### config.mk
export PLATFORM = sky130hd
export DESIGN_NAME = mac_seq_ctrl
export DESIGN_NICKNAME = d
export VERILOG_FILES = /design/src/rtl/snn_pkg.sv /design/src/rtl/mac_seq_ctrl.sv
export SDC_FILE = /design/constraint.sdc
export NUM_CORES = 1
export LEC_CHECK = 0
export ABC_AREA = 1
export CELL_PAD_IN_SITES_DETAIL_PLACEMENT = 0
export CELL_PAD_IN_SITES_GLOBAL_PLACEMENT = 1
export CORE_ASPECT_RATIO = 0.5
export CORE_MARGIN = 2
export CORE_UTILIZATION = 30
export CTS_CLUSTER_DIAMETER = 150
export CTS_CLUSTER_SIZE = 28
export DETAILED_ROUTE_END_ITERATION = 10
export PLACE_DENSITY_LB_ADDON = 0.25
export SLEW_MARGIN = 20
export SYNTH_ARGS = -nofsm -noshare
export SYNTH_HDL_FRONTEND = slang
export SYNTH_SLANG_ARGS = --single-unit
### constraint.sdc
create_clock -name clk -period 3.9 [get_ports clk]
set_input_delay 0.39 -clock clk [delete_from_list [all_inputs] [get_ports clk]]
set_output_delay 0.39 -clock clk [all_outputs]
set_load 0.03 [all_outputs]
### src/rtl/snn_pkg.sv
// Shared SNN layer types and widths.
// Used by the MAC sequencer and its neighbours.
package snn_pkg;

  localparam int ACC_W = 26;

  typedef enum logic [1:0] {
    IDLE = 2'd0,
    CLR  = 2'd1,
    MAC  = 2'd2,
    CAPT = 2'd3
  } mac_seq_state_t;

endpackage

### src/rtl/mac_seq_ctrl.sv
// Sequencer for the shared MAC of a fully-connected layer.
// Walks neurons and inputs, drives memory addresses and MAC clear.
module mac_seq_ctrl
  import snn_pkg::*;
#(
  parameter int IN_CNT  = 784,
  parameter int NEU_CNT = 32,
  parameter int IN_AW   = 10,
  parameter int NEU_AW  = 5,
  parameter int WT_AW   = 15
) (
  input  logic              clk,
  input  logic              rst_n,
  input  logic              start,
  output logic [IN_AW-1:0]  in_addr,
  output logic [WT_AW-1:0]  wt_addr,
  output logic              mac_clr_n,
  input  logic [ACC_W-1:0]  acc,
  output logic [ACC_W-1:0]  res_acc,
  output logic [NEU_AW-1:0] res_idx,
  output logic              res_vld,
  output logic              busy,
  output logic              done
);

  localparam logic [IN_AW-1:0]  K_LAST = IN_AW'(IN_CNT - 1);
  localparam logic [IN_AW-1:0]  K_PEN  = IN_AW'(IN_CNT - 2);
  localparam logic [NEU_AW-1:0] N_LAST = NEU_AW'(NEU_CNT - 1);

  mac_seq_state_t r_state;
  mac_seq_state_t w_nxt;

  logic [IN_AW-1:0]  r_k;
  logic [NEU_AW-1:0] r_n;
  logic [WT_AW-1:0]  r_wt;
  logic [ACC_W-1:0]  r_res_acc;
  logic [NEU_AW-1:0] r_res_idx;
  logic              r_res_vld;
  logic              r_done;

  logic w_k_last;
  logic w_n_last;

  assign w_k_last = (r_k == K_LAST);
  assign w_n_last = (r_n == N_LAST);

  always_ff @(posedge clk or negedge rst_n) begin
    if (!rst_n) r_state <= IDLE;
    else        r_state <= w_nxt;
  end

  always_comb begin
    w_nxt = r_state;
    unique case (r_state)
      IDLE:    if (start) w_nxt = CLR;
      CLR:     w_nxt = MAC;
      MAC:     if (w_k_last) w_nxt = CAPT;
      CAPT:    w_nxt = w_n_last ? IDLE : CLR;
      default: w_nxt = IDLE;
    endcase
  end

  // wt_addr leads the data by one cycle, so it steps in CLR and
  // CAPT as well and stops one input early inside MAC.
  always_ff @(posedge clk or negedge rst_n) begin
    if (!rst_n) begin
      r_k  <= '0;
      r_n  <= '0;
      r_wt <= '0;
    end else begin
      unique case (r_state)
        IDLE: begin
          r_k  <= '0;
          r_n  <= '0;
          r_wt <= '0;
        end
        CLR: begin
          r_k  <= '0;
          r_wt <= r_wt + 1'b1;
        end
        MAC: begin
          r_k <= r_k + 1'b1;
          if (r_k < K_PEN) r_wt <= r_wt + 1'b1;
        end
        CAPT: begin
          if (w_n_last) begin
            r_n  <= '0;
            r_wt <= '0;
          end else begin
            r_n  <= r_n + 1'b1;
            r_wt <= r_wt + 1'b1;
          end
        end
        default: begin
          r_k  <= '0;
          r_n  <= '0;
          r_wt <= '0;
        end
      endcase
    end
  end

  always_ff @(posedge clk or negedge rst_n) begin
    if (!rst_n) begin
      r_res_acc <= '0;
      r_res_idx <= '0;
      r_res_vld <= 1'b0;
      r_done    <= 1'b0;
    end else begin
      r_res_vld <= 1'b0;
      r_done    <= 1'b0;
      if (r_state == CAPT) begin
        r_res_acc <= acc;
        r_res_idx <= r_n;
        r_res_vld <= 1'b1;
        r_done    <= w_n_last;
      end
    end
  end

  always_comb begin
    in_addr = '0;
    unique case (r_state)
      MAC:     in_addr = w_k_last ? r_k : r_k + 1'b1;
      CAPT:    in_addr = K_LAST;
      default: in_addr = '0;
    endcase
  end

  assign wt_addr   = r_wt;
  assign mac_clr_n = (r_state == MAC);
  assign busy      = (r_state != IDLE);
  assign res_acc   = r_res_acc;
  assign res_idx   = r_res_idx;
  assign res_vld   = r_res_vld;
  assign done      = r_done;

endmodule
=== Word level (Yosys, flattened, before mapping) ===
Index checks and enable logic that the tools add are counted.

* Register bits: 65
* Output and inout bits: 60

* Add/sub/neg operators: 3
* Equal/unequal tests: 8
* Muxes and demuxes: 14
* Reduce and logical (&&, ||, !) cells: 6
* Order comparisons: 1

{| class="wikitable"
|+ Operators with widths
! kind !! count
|-
| 15-bit case mux with 4 select lines || 1
|-
| 10-bit case mux with 2 select lines || 2
|-
| 15-bit two-way mux || 2
|-
| 15-bit by 1-bit adder with 15-bit output, second input constant || 1
|-
| 10-bit by 1-bit adder with 10-bit output, second input constant || 1
|-
| 10-bit == test, second input constant || 1
|-
| 10-bit less-than comparator, second input constant || 1
|-
| 10-bit two-way mux || 1
|-
| 5-bit case mux with 2 select lines || 1
|-
| 2-bit case mux with 4 select lines || 1
|-
| 2-bit nonzero test || 3
|-
| 5-bit by 1-bit adder with 5-bit output, second input constant || 1
|-
| 5-bit == test, second input constant || 1
|-
| 5-bit two-way mux || 1
|-
| 2-bit == test, second input constant || 2
|-
| 2-bit two-way mux || 2
|-
| 2-bit by 1-bit inequality test with 1-bit output, second input constant || 2
|-
| 1-bit two-way mux || 3
|-
| 2-bit by 1-bit == test with 1-bit output, second input constant || 1
|-
| 2-bit logical NOT || 1
|-
| 2-bit inequality test, second input constant || 1
|-
| 2-bit AND reduction || 1
|-
| 2-bit OR reduction || 1
|}

=== Logic depth before layout (Yosys ltp) ===
Gate-level depths: netlist of run 1.

* Depth in word-level cells: 3
* Mapped depth: 13
* Mapped depth without buffers: 13

=== Least setup slack after synthesis of run 1 ===
OpenSTA, ideal clock, no wires.

* Path type: register -> output
* From: register r_state[0]
* To: output in_addr[0]
* Cell stages (with the launch flop): 5
* Slack: 1,678 ps
* Data required time: 3,510 ps
* Arrival time: 1,832 ps
* Cells stage by stage: dfrtp_1 > inv_1 > ha_1 > o21ai_0 > o21ai_0

* Word-level cells in the longest chain between the ends: 2
* Elaborated cells on any way between the ends: 3
* Those cells by class: eq/ne: 2; mux: 1

{| class="wikitable"
|+ Ends and longest elaborated chain
! item !! RTL line !! text
|-
| start: declaration || mac_seq_ctrl.sv:30 || <nowiki>mac_seq_state_t r_state;</nowiki>
|-
| start signal: assignment || mac_seq_ctrl.sv:49 || <nowiki>else r_state <= w_nxt;</nowiki>
|-
| 2-bit == test || -- ||
|-
| named net mac_clr_n || mac_seq_ctrl.sv:17 || <nowiki>output logic mac_clr_n,</nowiki>
|-
| 10-bit case mux with 2 select lines || mac_seq_ctrl.sv:123 || <nowiki>unique case (r_state)</nowiki>
|-
| end: declaration || mac_seq_ctrl.sv:15 || <nowiki>output logic [IN_AW-1:0] in_addr,</nowiki>
|}

The timed path passes the listed nets, and every way through them passes these cells.

=== Worst setup path after layout of run 1 ===
* From: register r_state[0]
* To: output in_addr[0]

* Word-level cells in the longest chain between the ends: 2
* Elaborated cells on any way between the ends: 3
* Those cells by class: eq/ne: 2; mux: 1

{| class="wikitable"
|+ Ends and longest elaborated chain
! item !! RTL line
|-
| 2-bit == test || mac_seq_ctrl.sv:123
|-
| 10-bit case mux with 2 select lines (*) || mac_seq_ctrl.sv:123
|}

Mark *: on every way between the ends. The rest lies on a longest branch, timed or not.

==> summary.md, run 1 <==
| Metric | Value |
|---|---|
| Status | `completed` |
| Top post-synthesis cells by area | `dfrtp_1 51%, nand2_1 18%, inv_1 4.6%` |
| Via density | `4.418` |
| Vias in the first global route | `2,748` |
| Register area share after synthesis | `between 50% and 60%` |
| Depth of the most critical reg-to-reg path | `12` |
| Share of cells above drive strength 1 | `6.841%` |
| Cell Rows | `26` |
| Multi-input gate area | `1360 µm²` |
| Achievable Freq | `0.3345 GHz` |
| Worst path slowest cell | `clkdlybuf4s50_1` |
| Critical Path Start Type | `register` |
| Placed cell area | `about 4200 µm²` |
| Min-delay worst type | `in2async` |
| Tmin final | `2989 ps` |
| Syn avg cell area | `7.976 µm²` |
| Total gr overflow | `0` |
| Share of the synthesized area in the top cell type | `~50%` |
| Largest net degree at the start of global routing | `66` |
| Final instance area | `about 4600 µm²` |
| Yosys cell types | `29` |
| Leak pwr | `2.238 nW` |
| Router iterations before antenna repair | `6` |
| Ys Warns | `0` |
| Final setup viols | `0` |
| First-pass GRT wire length | `13,280 µm` |
| Antenna Violating Nets Remaining | `0` |
| Pwr Density | `approximately 760 nW/µm²` |
| Die extent in x | `149.8 µm` |
| GRT Total Usage | `14.56%` |
| Root Driver | `clkbuf_16` |
| Worst slew pin tran | `around 840 ps` |
| Unrepaired setup endpoints after global routing | `no` |
| Mapped cell area | `approximately 3200 µm²` |
| Post-CTS sizing | `0` |
| Count of state elements after synthesis | `65` |
| CP Launch Point | `r_state[0]` |
| Clk slew on worst S/H paths | `approximately 60 ps` |
| ANT cells | `0` |
| Mapped Nets | `438` |
| DRC Markers | `0` |
| CTS tree | `yes` |
| Max VDD drop | `0.0003588 V` |
| Die span in y | `roughly 77 µm` |
| Post-CTS Setup Repair Bufs | `0` |
| Commonest non-fill, non-tap cell in the layout | `nand2_1` |
| Critical Path Fanout Max | `42` |
| Max_slew headroom | `43.89%` |
| Most frequent cells in the layout | `155 x nand2_1, 87 x clkdlybuf4s50_1, 65 x dfrtp_1` |
| Cells along the critical path | `ha_1, buf_4, inv_2, o21ai_0, clkdlybuf4s50_1` |
| Critical Path Max Stage Delay | `630 ps` |
| Setup CP Type | `reg2out` |
| Fillers | `1,041` |
| WL final | `7814 µm` |
| CTS Buf Count | `9` |
| Period Utilization, post-route | `76.65%` |
| IO buf count | `88` |
| FF+latch area | `1627 µm²` |
| Core footprint | `approximately 10,000 µm²` |
| Critical path endpoint category | `output pin` |
| H-tree depth | `3` |
| Layout overhead on the synthesized area | `42.71%` |
| Routed len/inst | `12.27 µm` |
| Fin. max-slew vios | `0` |
| Clk sinks | `65` |
| Initial antenna violation count | `0` |
| Post-synth top area cell | `dfrtp_1` |
| Fin Clk Skew | `6.430 ps` |
| Dpl hpwl | `5365 µm` |
| Reg-to-reg slack, setup | `1480 ps` |
| Die area | `roughly 12,000 µm²` |
| Hold buffer count at CTS | `0` |
| Final #Nets | `530` |
| GP Congestion | `slightly above 0.8` |
| Fin. Hold Viols | `0` |
| Gate count of the mapped netlist | `400` |
| Worst EP arrival | `2600 ps` |
| Clk Latency, worst-skew pair | `330 ps` |
| Iter 0 DRT Violations | `153` |
| Initial core utilization | `31.04%` |
| Vias | `2,814` |
| # IOs | `89` |
| CP Data Required Time | `3510 ps` |
| Max-cap viol count | `0` |
| Buffer depth of the longest clock path | `2` |
| Setup TNS | `0 ps` |
| Critical R2R Capture | `wt_addr[4]` |
| Critical R2R Launch | `r_state[0]` |
-- how the worst max path moves through the flow --
stage | end | slack (ps)
after detailed placement | in_addr[0] | 1230
after global routing | in_addr[0] | 690
final | in_addr[0] | 910
after CTS | in_addr[0] | 850
after floorplan | in_addr[0] | 1680
after global placement | in_addr[0] | 1250
-- metal layers --
metal / GRT usage (%) / share of wire (%)
met3: 5.417 / 6.1
met2: 22.69 / 43
met1: 18.78 / 49
met5: 0 / 0
met4: 4.528 / 1.1
-- synthesized netlist by cell type --
library cell and count:
clkbuf_1 7, inv_2 4, o21bai_1 1, nor2_2 1
nand2_2 1, a21oi_1 13, nor2_4 1, or2_2 1
nand2_4 3, o211ai_1 1, o22ai_1 4, buf_6 1
xor2_1 3, o21ai_0 19, nor2_1 29, nand3_1 22
ha_1 9, nand3_2 2, nand4_1 8, nor3_4 1
buf_2 1, inv_1 39, dfrtp_1 65, nand2_1 155
a22o_1 1, a211oi_1 1, nor2_8 1, nor3_1 5
xnor2_1 1
-- final cells by class --
type | count | area share [%]
clock buffer | 11 | 5.551
clock inverter | 5 | 1.896
inverter | 43 | 3.545
multi-input combinational | 283 | 29.87
sequential | 65 | 35.72
tap | 140 | 3.847
timing repair buffer | 90 | 19.57
-- report_power, final --
part           total [mW]  switching, mW  leakage (nW)  internal (mW)
registers           0.978          0.119         0.855          0.860
logic                1.55          0.989          1.22          0.563
clock network       0.910          0.311         0.166          0.599
total                3.44           1.42          2.24           2.02
-- flip-flops by register name, indices dropped and copies added (netlist names) --
register  flops
res_acc      26
wt_addr      15
r_k          10
r_n           5
res_idx       5
r_state       2
done          1
res_vld       1
-- kinds of logic (layout without fill, tap and decap cells) --
group	count (synthesis)	after routing	synth area share (%)
and+or+nand+nor	230	230	31.22
xor gates and xnor gates	4	4	1.098
AOI/OAI and AO/OA	40	40	6.784
adders and majority gates	9	9	3.529
buffers and inverters	52	149	6.392
DFF	65	65	50.98
-- worst max-delay path, delay by kind of cell, from the launching register on --
kind / cells / cell delay [ps]
buffers and inverters: 3 / 1400
DFF: 1 / 430
adders and majority gates: 1 / 220
AOI/OAI and AO/OA: 1 / 190
-- metrics by stage --
stage / power (mW) / hold slack, ps / cells / worst slack (ps) / util (%)
6_report: 3.441 / 253.1 / 637 / 910.5 / 44.29
5_1_grt: 3.690 / 332.3 / 637 / 693.3 / 44.29
4_1_cts: 3.488 / 290.4 / 637 / 852.5 / 44.29
3_5_place_dp: 2.557 / 458.8 / 621 / 1230 / 40.99
3_3_place_gp: 2.559 / 455.6 / 621 / 1249 / 40.99
2_1_floorplan: 1.951 / 94.41 / 400 / 1678 / -
No activity file was read; power rests on OpenSTA's default activity.
==> run 2, diff against run 1 <==
==> constraint.sdc (replaced) <==
create_clock -name clk -period 2.7 [get_ports clk]
set_input_delay 0.27 -clock clk [delete_from_list [all_inputs] [get_ports clk]]
set_output_delay 0.27 -clock clk [all_outputs]
set_load 0.03 [all_outputs]
==> run 2 against run 1 <==
  * Final cell count rose by 0.31%
  * Routed wire length is 1.1% higher
  * Sequential power is 44% higher
  * Register-to-register slack got worse by 700 ps
  * Non-clock buffer count grew 2
  * Clock power grew 33%
  * Global-route usage is 0.30 points higher
  * First-iteration DRC count shrank 30%
  * Final area is 0.49% lower
==> summary.md, run 2 (synthesis results as in run 1) <==
| Metric | Value |
|---|---|
| DRC Markers | `0 (unchanged)` |
| Clk Latency, worst-skew pair | `330 ps (about the same)` |
| Post-CTS Setup Repair Bufs | `0 (unchanged)` |
| Worst slew pin tran | `858.1 ps (was 841.7 ps)` |
| Layout overhead on the synthesized area | `42.00% (was 42.71%)` |
| CTS Buf Count | `9 (unchanged)` |
| Vias | `2,802 (was 2,814)` |
| Iter 0 DRT Violations | `107 (was 153)` |
| Period Utilization, post-route | `92.15%` |
| Pwr Density | `1080 nW/µm² (was 755.6 nW/µm²)` |
| Root Driver | `clkbuf_16 (unchanged)` |
| Die extent in x | `149.8 µm (unchanged)` |
| Die area | `11,530 µm² (unchanged)` |
| Final Hold Slack | `135.5 ps (was 253.1 ps)` |
| First-pass GRT wire length | `13,420 µm (was 13,280 µm)` |
| Fin. Hold Viols | `0 (unchanged)` |
| Cell Rows | `26 (unchanged)` |
| Max_slew headroom | `42.80% (was 43.89%)` |
| Fillers | `1,054 (was 1,041)` |
| Critical R2R Capture | `wt_addr[4] (unchanged)` |
| Critical Path Max Stage Delay | `700 ps (was 630 ps)` |
| Setup TNS | `0 ps (unchanged)` |
| Initial antenna violation count | `0 (unchanged)` |
| Min-delay worst type | `in2async (unchanged)` |
| Total power | `4.894 mW (was 3.441 mW)` |
| Routed len/inst | `12.36 µm (was 12.27 µm)` |
| Final setup viols | `0 (unchanged)` |
| Max-cap viol count | `0 (unchanged)` |
| # IOs | `89 (unchanged)` |
| Delay-heaviest family, CP | `simple AND/OR/NAND/NOR gates (was buffers and inverters)` |
| Antenna Violating Nets Remaining | `0 (unchanged)` |
| Buffer depth of the longest clock path | `2 (unchanged)` |
| Total gr overflow | `0 (unchanged)` |
| Clk sinks | `65 (unchanged)` |
| Critical R2R Launch | `r_n[1] (was r_state[0])` |
| GP Congestion | `0.8677 (was 0.8121)` |
| Vias in the first global route | `2,753 (was 2,748)` |
| Status | `completed (unchanged)` |
| IO buf count | `88 (unchanged)` |
| Achievable Freq | `roughly 0.4 GHz` |
| Largest net degree at the start of global routing | `66 (unchanged)` |
| Worst EP arrival | `2220 ps (was 2600 ps)` |
| Unrepaired setup endpoints after global routing | `no (unchanged)` |
| Most frequent cells in the layout | `155 x nand2_1, 81 x clkdlybuf4s50_1, 65 x dfrtp_1 (was 155 x nand2_1, 87 x clkdlybuf4s50_1, 65 x dfrtp_1)` |
| Final #Nets | `532 (was 530)` |
| Core footprint | `10,280 µm² (unchanged)` |
| Hold buffer count at CTS | `0 (unchanged)` |
| Via density | `4.385 (was 4.418)` |
| Largest register FFs | `26 (unchanged)` |
| Cells along the critical path | `nand3_1, nor2_1, nand2_1, nand2_1, nand2_1, nor2_1, clkdlybuf4s50_1 (was ha_1, buf_4, inv_2, o21ai_0, clkdlybuf4s50_1)` |
| GRT Total Usage | `14.86% (was 14.56%)` |
| Setup CP Type | `reg2out (unchanged)` |
| Die span in y | `76.92 µm (unchanged)` |
| Critical Path Start Type | `register (unchanged)` |
| WP depth | `7 (was 5)` |
| Post-layout util | `44.07% (was 44.29%)` |
| WL final | `7897 µm (was 7814 µm)` |
| Post-CTS sizing | `0 (unchanged)` |
| Clk slew on worst S/H paths | `60 ps (about the same)` |
| CTS tree | `yes (unchanged)` |
| Critical Path Fanout Max | `5 (was 42)` |
| Initial core utilization | `31.04% (unchanged)` |
| ANT cells | `0 (unchanged)` |
| Max VDD drop | `0.0004678 V (was 0.0003588 V)` |
| CP dominant cell by count | `nand2_1` |
| Buf/Inv on CP | `1 (was 3)` |
| Reg-to-reg slack, setup | `780 ps (was 1480 ps)` |
| Router iterations before antenna repair | `4 (was 6)` |
| CP Data Required Time | `2430 ps (was 3510 ps)` |
| Dpl hpwl | `5420 µm (was 5365 µm)` |
| Commonest non-fill, non-tap cell in the layout | `nand2_1 (unchanged)` |
| Fin. max-slew vios | `0 (unchanged)` |
| Worst path slowest cell | `clkdlybuf4s50_1 (unchanged)` |
| Tmin final | `2488 ps` |
| H-tree depth | `3 (unchanged)` |
| Share of cells above drive strength 1 | `8.417% (was 6.841%)` |
| Leak pwr | `2.241 nW (was 2.238 nW)` |
| Critical path endpoint category | `output pin (unchanged)` |
| Depth of the most critical reg-to-reg path | `13 (was 12)` |
| Fin Clk Skew | `4.766 ps (was 6.430 ps)` |
run 2: cell count changes in the layout (fill, tap and decap cells not counted):
cell / change
buf_4: +8
clkinv_2: +1
clkinvlp_4: +2
clkinv_4: -2
clkdlybuf4s50_1: -6
bufinv_16: -1
inv_6: -1
clkbuf_8: +1
run 2: stage by stage:
step	cell area (µm²)	instances	setup WS, ps
after global placement	4214	623	612.9
after global routing	4531	639	67.10
after CTS	4531	639	222.8
final	4531	639	212.0
after floorplan	3191	400	598.1
after detailed placement	4214	623	585.8
run 2: final cells by class:
| class | count | area (µm²) | share of cell area, % |
|---|---|---|---|
| multi-input combinational | 283 | 1360 | 30.02 |
| clock buffer | 12 | 266.5 | 5.882 |
| sequential | 65 | 1627 | 35.90 |
| clock inverter | 4 | 50.05 | 1.105 |
| inverter | 43 | 161.4 | 3.563 |
| timing repair buffer | 92 | 890.9 | 19.66 |
| tap | 140 | 175.2 | 3.866 |
run 2: metal layers:
metal / track usage [%] / vias to the layer above / wire, µm
met5: 0 / - / 0
met3: 6.012 / 10 / 482
met4: 5.660 / 0 / 169
li1: - / 1452 / -
met1: 19.33 / 1267 / 3893
met2: 22.10 / 73 / 3352
run 2: worst max-delay path by stage:
stage | startpoint | end | slack, ps
2_1_floorplan | r_state[0] | in_addr[0] | 600
3_3_place_gp | r_k[5] | in_addr[7] | 610
3_5_place_dp | r_k[5] | in_addr[7] | 590
4_1_cts | r_k[2] | in_addr[7] | 220
5_1_grt | r_k[4] | in_addr[7] | 70
6_report | r_k[2] | in_addr[7] | 210
run 2: worst reg2reg max path: cells and delay by family (launching register included):
| family | cells | cell delay (ps) |
|---|---|---|
| AND/OR/NAND/NOR | 7 | 790 |
| buffers and inverters | 4 | 270 |
| adder cells (fa/ha/maj) | 2 | 400 |
| flip-flops | 1 | 370 |
run 2: report_power, final:
group / leakage [nW] / internal (mW) / total (mW) / switching (mW)
registers: 0.855 / 1.24 / 1.41 / 0.167
logic: 1.24 / 0.811 / 2.27 / 1.46
clock network: 0.151 / 0.788 / 1.21 / 0.424
